`src/rtl/snax_simbacore_launch_pkg.sv`:
```
// rtl/snax_simbacore_launch_pkg.sv - shared types and index constants for the SimbaCore CSR launcher
package snax_simbacore_launch_pkg;

    typedef enum logic {
        IDLE = 1'b0,
        BUSY = 1'b1
    } launch_state_e;

    localparam int unsigned CTRL_START = 0;
    localparam int unsigned CTRL_CLR   = 1;

    localparam int unsigned STS_BUSY = 0;
    localparam int unsigned STS_PEND = 1;

    localparam int unsigned RO_STATUS  = 0;
    localparam int unsigned RO_LAUNCH  = 1;
    localparam int unsigned RO_DONE    = 2;
    localparam int unsigned RO_BUSYCYC = 3;

endpackage

```
`src/rtl/snax_simbacore_event_counter.sv`:
```
// rtl/snax_simbacore_event_counter.sv - wrapping event counter with synchronous clear that beats increment
module snax_simbacore_event_counter #(
    parameter int unsigned Width = 32
) (
    input  logic             clk_i,
    input  logic             rst_i,
    input  logic             clr_i,
    input  logic             inc_i,
    output logic [Width-1:0] cnt_o
);

    always_ff @(posedge clk_i or posedge rst_i) begin
        if (rst_i) begin
            cnt_o <= '0;
        end else if (clr_i) begin
            cnt_o <= '0;
        end else if (inc_i) begin
            cnt_o <= cnt_o + Width'(1);
        end
    end

endmodule

```
`src/rtl/snax_simbacore_csr_launcher.sv`:
```
// rtl/snax_simbacore_csr_launcher.sv - active/pending job launcher behind the CSR manager; SNAX_SIMBACORE_BUSY_CNT_EN enables the busy-cycle counter
module snax_simbacore_csr_launcher
    import snax_simbacore_launch_pkg::*;
#(
    parameter int unsigned NumRwCsr = 6,
    parameter int unsigned NumRoCsr = 4,
    parameter int unsigned CntWidth = 32
) (
    input  logic                           clk_i,
    input  logic                           rst_i,
    input  logic [NumRwCsr-1:0][31:0]      csr_reg_rw_set_i,
    input  logic                           csr_reg_set_valid_i,
    output logic                           csr_reg_set_ready_o,
    output logic [NumRoCsr-1:0][31:0]      csr_reg_ro_set_o,
    output logic [NumRwCsr-2:0][31:0]      acc_cfg_o,
    output logic                           acc_start_o,
    input  logic                           acc_done_i
);

    localparam int unsigned NumCfg = NumRwCsr - 1;

    launch_state_e            state_q, state_d;
    logic                     pend_q, pend_d;
    logic                     start_q, start_d;
    logic [NumCfg-1:0][31:0]  act_cfg_q, act_cfg_d;
    logic [NumCfg-1:0][31:0]  pend_cfg_q, pend_cfg_d;

    logic [31:0]              ctrl_word;
    logic [NumCfg-1:0][31:0]  cfg_in;
    logic                     ctrl_start;
    logic                     ctrl_clr;
    logic                     ctrl_unused;
    logic                     accept;
    logic                     done_ok;

    assign ctrl_word   = csr_reg_rw_set_i[NumRwCsr-1];
    assign cfg_in      = csr_reg_rw_set_i[NumCfg-1:0];
    assign ctrl_start  = ctrl_word[CTRL_START];
    assign ctrl_clr    = ctrl_word[CTRL_CLR];
    assign ctrl_unused = ^ctrl_word[31:2];

    assign csr_reg_set_ready_o = !pend_q;
    assign accept              = csr_reg_set_valid_i && !pend_q;
    // A done arriving while our own start is still on the wire belongs to nothing we launched.
    assign done_ok             = acc_done_i && (state_q == BUSY) && !start_q;

    always_comb begin
        state_d    = state_q;
        pend_d     = pend_q;
        start_d    = 1'b0;
        act_cfg_d  = act_cfg_q;
        pend_cfg_d = pend_cfg_q;
        case (state_q)
            IDLE: begin
                if (accept && ctrl_start) begin
                    act_cfg_d = cfg_in;
                    start_d   = 1'b1;
                    state_d   = BUSY;
                end
            end
            BUSY: begin
                if (done_ok) begin
                    if (pend_q) begin
                        act_cfg_d = pend_cfg_q;
                        pend_d    = 1'b0;
                        start_d   = 1'b1;
                    end else if (accept && ctrl_start) begin
                        // Completion and a new job in the same cycle: launch directly, skip the pending slot.
                        act_cfg_d = cfg_in;
                        start_d   = 1'b1;
                    end else begin
                        state_d = IDLE;
                    end
                end else if (accept && ctrl_start) begin
                    pend_cfg_d = cfg_in;
                    pend_d     = 1'b1;
                end
            end
            default: state_d = IDLE;
        endcase
    end

    always_ff @(posedge clk_i or posedge rst_i) begin
        if (rst_i) begin
            state_q    <= IDLE;
            pend_q     <= 1'b0;
            start_q    <= 1'b0;
            act_cfg_q  <= '0;
            pend_cfg_q <= '0;
        end else begin
            state_q    <= state_d;
            pend_q     <= pend_d;
            start_q    <= start_d;
            act_cfg_q  <= act_cfg_d;
            pend_cfg_q <= pend_cfg_d;
        end
    end

    assign acc_start_o = start_q;
    assign acc_cfg_o   = act_cfg_q;

    logic                cnt_clr;
    logic [CntWidth-1:0] launch_cnt;
    logic [CntWidth-1:0] done_cnt;
    logic [CntWidth-1:0] busy_cnt;

    assign cnt_clr = accept && ctrl_clr;

    snax_simbacore_event_counter #(.Width(CntWidth)) u_launch_cnt (
        .clk_i (clk_i),
        .rst_i (rst_i),
        .clr_i (cnt_clr),
        .inc_i (start_q),
        .cnt_o (launch_cnt)
    );

    snax_simbacore_event_counter #(.Width(CntWidth)) u_done_cnt (
        .clk_i (clk_i),
        .rst_i (rst_i),
        .clr_i (cnt_clr),
        .inc_i (done_ok),
        .cnt_o (done_cnt)
    );

`ifdef SNAX_SIMBACORE_BUSY_CNT_EN
    snax_simbacore_event_counter #(.Width(CntWidth)) u_busy_cnt (
        .clk_i (clk_i),
        .rst_i (rst_i),
        .clr_i (cnt_clr),
        .inc_i (state_q == BUSY),
        .cnt_o (busy_cnt)
    );
`else
    assign busy_cnt = '0;
`endif

    always_comb begin
        csr_reg_ro_set_o                          = '0;
        csr_reg_ro_set_o[RO_STATUS][STS_BUSY]     = (state_q == BUSY);
        csr_reg_ro_set_o[RO_STATUS][STS_PEND]     = pend_q;
        csr_reg_ro_set_o[RO_LAUNCH]               = 32'(launch_cnt);
        csr_reg_ro_set_o[RO_DONE]                 = 32'(done_cnt);
        csr_reg_ro_set_o[RO_BUSYCYC]              = 32'(busy_cnt);
    end

endmodule

```
`config.mk`:
```
export PLATFORM = sky130hd
export DESIGN_NAME = snax_simbacore_csr_launcher
export DESIGN_NICKNAME = d
export VERILOG_FILES = /design/src/rtl/snax_simbacore_launch_pkg.sv /design/src/rtl/snax_simbacore_event_counter.sv /design/src/rtl/snax_simbacore_csr_launcher.sv
export SDC_FILE = /design/constraint.sdc
export NUM_CORES = 1
export LEC_CHECK = 0
export CAP_MARGIN = 25
export CORE_ASPECT_RATIO = 0.9
export CORE_UTILIZATION = 52
export CTS_BUF_LIST = sky130_fd_sc_hd__clkbuf_2 sky130_fd_sc_hd__clkbuf_4 sky130_fd_sc_hd__clkbuf_8
export DETAILED_ROUTE_END_ITERATION = 8
export GPL_TIMING_DRIVEN = 0
export PLACE_DENSITY = 0.89
export REMOVE_ABC_BUFFERS = 1
export SKIP_LAST_GASP = 1
export SYNTH_ARGS = -nofsm -noshare
export SYNTH_HDL_FRONTEND = slang
export SYNTH_HIERARCHICAL = 1
export SYNTH_SLANG_ARGS = --single-unit
```
`constraint.sdc`:
```
create_clock -name clk_i -period 16 [get_ports clk_i]
set_input_delay 3.2 -clock clk_i [delete_from_list [all_inputs] [get_ports clk_i]]
set_output_delay 3.2 -clock clk_i [all_outputs]
set_load 0.005 [all_outputs]
```
[Word level (Yosys, flattened, before mapping)]
Cells that the tools add are included.
Word-level totals
  flip-flop bits (word level): 387
  bits in latches: 0
  bits in writable memories: 0
  ROM bits: 0
  bits of input ports: 196
  output and inout port bits: 290
  logic and storage cells: 48
  memories: 0
Cells by class
  add/subtract/negate cells: 2
  $mul: 0
  div/mod/pow operators: 0
  magnitude comparators: 0
  equal/unequal tests: 1
  shift-type cells: 0
  multiplexer cells: 16
  bitwise gates (word level): 2
  reductions and logical operators: 12
Operator list (number)
  2-to-1 mux 160 bit: 3
  one-hot mux 160 bit (2 select lines): 1
  2-to-1 mux 32 bit: 4
  adder 32 x 1 -> 32 bit, second input constant: 2
  2-to-1 mux 1 bit: 6
  nonzero test 2 bit: 3
  logical AND 1 bit: 5
  one-hot mux 1 bit (2 select lines): 2
  AND reduction 3 bit: 1
  logical NOT 1 bit: 2
  inequality test 2 x 1 -> 1 bit, second input constant: 1
  NOT 1 bit: 2
  AND reduction 2 bit: 1

[Depth between registers and ports, before layout]
  depth after elaboration: 7
  mapped depth: 12
  depth with buffers taken out: 6

[Modules after synthesis]
The synthesis kept the hierarchy.
Modules (own cells, without submodules)
  snax_simbacore_csr_launcher: instances 1, cells each 1504, area each 16565.9 um^2
  snax_simbacore_event_counter: instances 2, cells each 184, area each 1749.2 um^2

[Least setup slack after synthesis]
No wires, ideal clock.
  path kind: input to register
  start: input acc_done_i
  end: register u_done_cnt.cnt_o[17]
  library setup time: 0.128 ns
  arrival: 5.467 ns
  data required time: 15.872 ns
  setup slack: 10.405 ns
  stages on the path: 12
  buffers on the path: 6
  cells stage by stage: buf_4 nor2b_1 buf_4 buf_6 and2_1 buf_4 o2111ai_2 buf_6 or4_4 buf_6 nor4_4 mux2_1
Between the ends
  word-level cells in the longest chain between the ends: 3
RTL lines
  from (decl): RTL line snax_simbacore_csr_launcher.sv:17  | input logic acc_done_i
  logical AND 1 bit (2 in series): RTL line snax_simbacore_csr_launcher.sv:45  | assign done_ok = acc_done_i && (state_q == BUSY) && !start_q;
  net done_ok: RTL line snax_simbacore_csr_launcher.sv:34  | logic done_ok;
  nonzero test 2 bit (no source line)
  to (signal assigned): RTL line snax_simbacore_event_counter.sv:18  | cnt_o <= cnt_o + Width'(1);
  to (decl): RTL line snax_simbacore_event_counter.sv:9  | output logic [Width-1:0] cnt_o
The timed path passes the listed nets, and every way through them passes these cells.
A chain may end at the register's enable or synchronous reset.

[Worst setup path in the final report]
  start: input acc_done_i
  end: register u_done_cnt.cnt_o[30]
The elaborated chain is that of the path after synthesis.

==> run_results.csv <==
group,metric,value,unit
global_routing,grt_overflow,0,
synth,async_reset_ff_frac,1.00,
clocking,cts_made_buffers,66,
clocking,post-cts-setup-buffers,0,
synth,ys_seq_area_frac,0.483,
finish,syn_to_final_growth,28.4,%
worst_setup_path,reg2regPathDepth,7,
clocking,clkLatencyLatePin,0.64,ns
placement,port_buffers,393,
timing,final_hold_viol_count,0,
timing,finalCritPeriodShare,0.389,
synth,ys_top_cells_by_count,"dfrtp_1, inv_1, a222oi_1",
synth,synthTopCellsByArea,"dfrtp_1, a222oi_1, inv_1, or4bb_1, mux2_1",
finish,drive_above_1_share,0.113,
worst_setup_path,r2r_start,"pend_q$_DFFE_PP0P_",
worst_setup_path,cp.buffers_inverters,1,
worst_setup_path,required,16.51,ns
global_routing,grt_usage,0.297,
worst_setup_path,slowest_stage,"nor2b_4",
finish,fin_cells,2735,
pwr,p_per_area,176,nW/um2
floorplan,io_pins,486,
placement,dp_hpwl,37300,um
timing,tightest_slew,0.807,ns
clocking,cts_resized,0,
placement,dpl.cell_count,2613,
floorplan,die-width,209,um
timing,drv_slew,0,
clocking,clockRootBuffer,"clkbuf_8",
synth,yosys_most_used_dff,"dfrtp_1",
clocking,clkSinkCount,387,
synth,synth_edf_count,0,
worst_setup_path,cp-endpoint,"u_done_cnt/cnt_o[30]$_DFFE_PP0P_",
worst_setup_path,cp_max_fo,67,
worst_setup_path,critPathLaunchType,"input pin",
synth,yosysWarnings,6,
worst_setup_path,timing.rr.end,"u_launch_cnt/cnt_o[26]$_DFFE_PP0P_",
timing,rsz0062_at_grt,"false",
synth,yosysTopAreaCell,"dfrtp_1",
worst_setup_path,worstPathArrival,6.73,ns
detailed_routing,drc,0,
timing,min_period,6.22,ns
finish,fin_nets,2396,
detailed_routing,ant_nets,0,
worst_setup_path,rrSetupSlack,12.15,ns
pwr,ir_worst_vdd,0.000114,V
detailed_routing,routed_wl,59200,um
detailed_routing,drtIter0Drc,2024,
pwr,cellLeakagePower,11.5,nW
detailed_routing,num_vias,16981,
synth,yosysUniqueCellTypes,44,
floorplan,rows,67,
worst_setup_path,cp.depth,7,
placement,gp_congestion,0.847,
global_routing,grt_max_degree,120,
placement,placed_area,24300,um2
timing,relSlewSlack,0.462,
worst_setup_path,startpoint,"acc_done_i",
detailed_routing,avgViaCountPerCell,6.21,
job,maxCapViolations,0,
finish,design_area,25800,um2
synth,netlist.area_leader.share,0.483,
timing,finalSetupViolations,0,
synth,yosysMostFrequentCell,"dfrtp_1",
worst_setup_path,crit_type,"in -> reg",
timing,fin_setup_tns,0,ns
worst_setup_path,cp_top_family,"simple AND/OR/NAND/NOR gates",
worst_setup_path,slowest_delay,0.74,ns
finish,multiInputGateArea,8090,um2
global_routing,grt_antenna_before_repair,4,
finish,seqCellArea,9700,um2
clocking,ctsLongestPathBuffers,3,
floorplan,die_area,39400,um2
synth,synth_area,20100,um2
timing,max_freq,161,MHz
outcome,status,"finished clean",
worst_hold_path,hold_path.class,"reg -> reg",
clocking,hold_buffers,0,
pwr,fin_total_pwr,4.53,mW
global_routing,grt_pass1_wl,94000,um
finish,fillCellCount,2570,
synth,syn_inst,1872,
worst_setup_path,end_kind,"flip-flop",
synth,synth_seq_cells,387,
floorplan,die_h,188,um
clocking,path_clk_slew,0.06,ns
finish,final_util,0.684,
floorplan,core_area,37600,um2
floorplan,start_util,0.533,
clocking,cts_tree,"built",
synth,syn_avg_cell_area,10.7,um2
clocking,htreeDepth,3,
global_routing,grt_pass1_vias,17116,
worst_setup_path,path_cells,"buf_6 > nor2b_4 > and2_1 > o2111ai_2 > or3_1 > nor4_1 > mux2_2",
detailed_routing,post_drt_wl_per_cell,21.6,um
detailed_routing,drt_first_pass_iters,8,
timing,skew,0.0170,ns
[through the flow]
| stage | setup WS (ns) | hold WS (ns) |
|---|---|---|
| 2_1_floorplan | 3.86 | 0.457 |
| 3_3_place_gp | -4.03 | 0.466 |
| 3_5_place_dp | 9.30 | 0.474 |
| 4_1_cts | 9.96 | 0.489 |
| 5_1_grt | 9.67 | 0.501 |
| 6_report | 9.78 | 0.483 |
[placed cells by master, fill, tap and decap left out, types with 57 or more instances in the layout]
master / instances
clkdlybuf4s50_1: 392
dfrtp_1: 384
inv_1: 331
a222oi_1: 160
or4bb_1: 105
mux2_1: 91
o21ai_0: 91
clkbuf_8: 84
mux2_2: 83
o21ai_1: 81
conb_1: 62
nand4bb_1: 57
[layer usage]
metal / part of all wire / up-vias / routed length (um) / track usage
li1: - / 7305 / - / -
met3: 0.082 / 192 / 4870 / 0.0712
met5: 0 / - / 0 / 0
met2: 0.49 / 961 / 29000 / 0.488
met1: 0.38 / 8523 / 22400 / 0.365
met4: 0.049 / 0 / 2920 / 0.152
[flip-flops by register name, summed over array words and instances, names as in the netlist]
signal              flops
acc_cfg_o             160
acc_start_o             1
pend_cfg_q            160
pend_q                  1
state_q                 1
u_done_cnt/cnt_o       32
u_launch_cnt/cnt_o     32
[worst min-delay path by stage]
| stage | cells after the start | end | startpoint |
|---|---|---|---|
| floorplan | 1 | pend_cfg_q[159]$_DFFE_PP0P_ | pend_cfg_q[159]$_DFFE_PP0P_ |
| CTS | 1 | pend_cfg_q[99]$_DFFE_PP0P_ | pend_cfg_q[99]$_DFFE_PP0P_ |
| finish | 1 | pend_cfg_q[154]$_DFFE_PP0P_ | pend_cfg_q[154]$_DFFE_PP0P_ |
| global placement | 1 | pend_cfg_q[143]$_DFFE_PP0P_ | pend_cfg_q[143]$_DFFE_PP0P_ |
| global route | 1 | pend_cfg_q[99]$_DFFE_PP0P_ | pend_cfg_q[99]$_DFFE_PP0P_ |
| detailed placement | 1 | pend_cfg_q[144]$_DFFE_PP0P_ | pend_cfg_q[144]$_DFFE_PP0P_ |
[worst reg2reg max path: stages, from the launching register on]
cell and delay [ns]:
dfrtp_4 0.69, inv_1 0.20, and3_2 0.73, buf_12 0.29, o2111ai_2 0.33, or3_1 0.69, nor4_1 0.43, mux2_2 0.38
[layout make-up]
| cell class | instances | area share |
|---|---|---|
| Sequential cell | 387 | 0.376 |
| Multi-Input combinational cell | 987 | 0.314 |
| Timing Repair Buffer | 424 | 0.182 |
| Clock buffer | 107 | 0.0516 |
| Inverter | 332 | 0.0487 |
| Tap cell | 483 | 0.0235 |
| Clock inverter | 11 | 0.00384 |
| Antenna cell | 4 | 0.000389 |
[cells by family after synthesis]
| kind of cell | synth area share |
|---|---|
| and+or+nand+nor | 0.143 |
| muxes | 0.0987 |
| xor gates and xnor gates | 0.0105 |
| other | 0.000187 |
| AOI/OAI and AO/OA | 0.137 |
| adders and majority gates | 0.00125 |
| buffers and inverters | 0.127 |
| DFF | 0.483 |
[power breakdown]
part | switching, mW | total, mW | internal (mW)
combinational | 0.799 | 1.81 | 1.01
sequential | 0.340 | 1.75 | 1.41
clock | 0.420 | 0.964 | 0.544
Power figures use the tool's default switching activity.
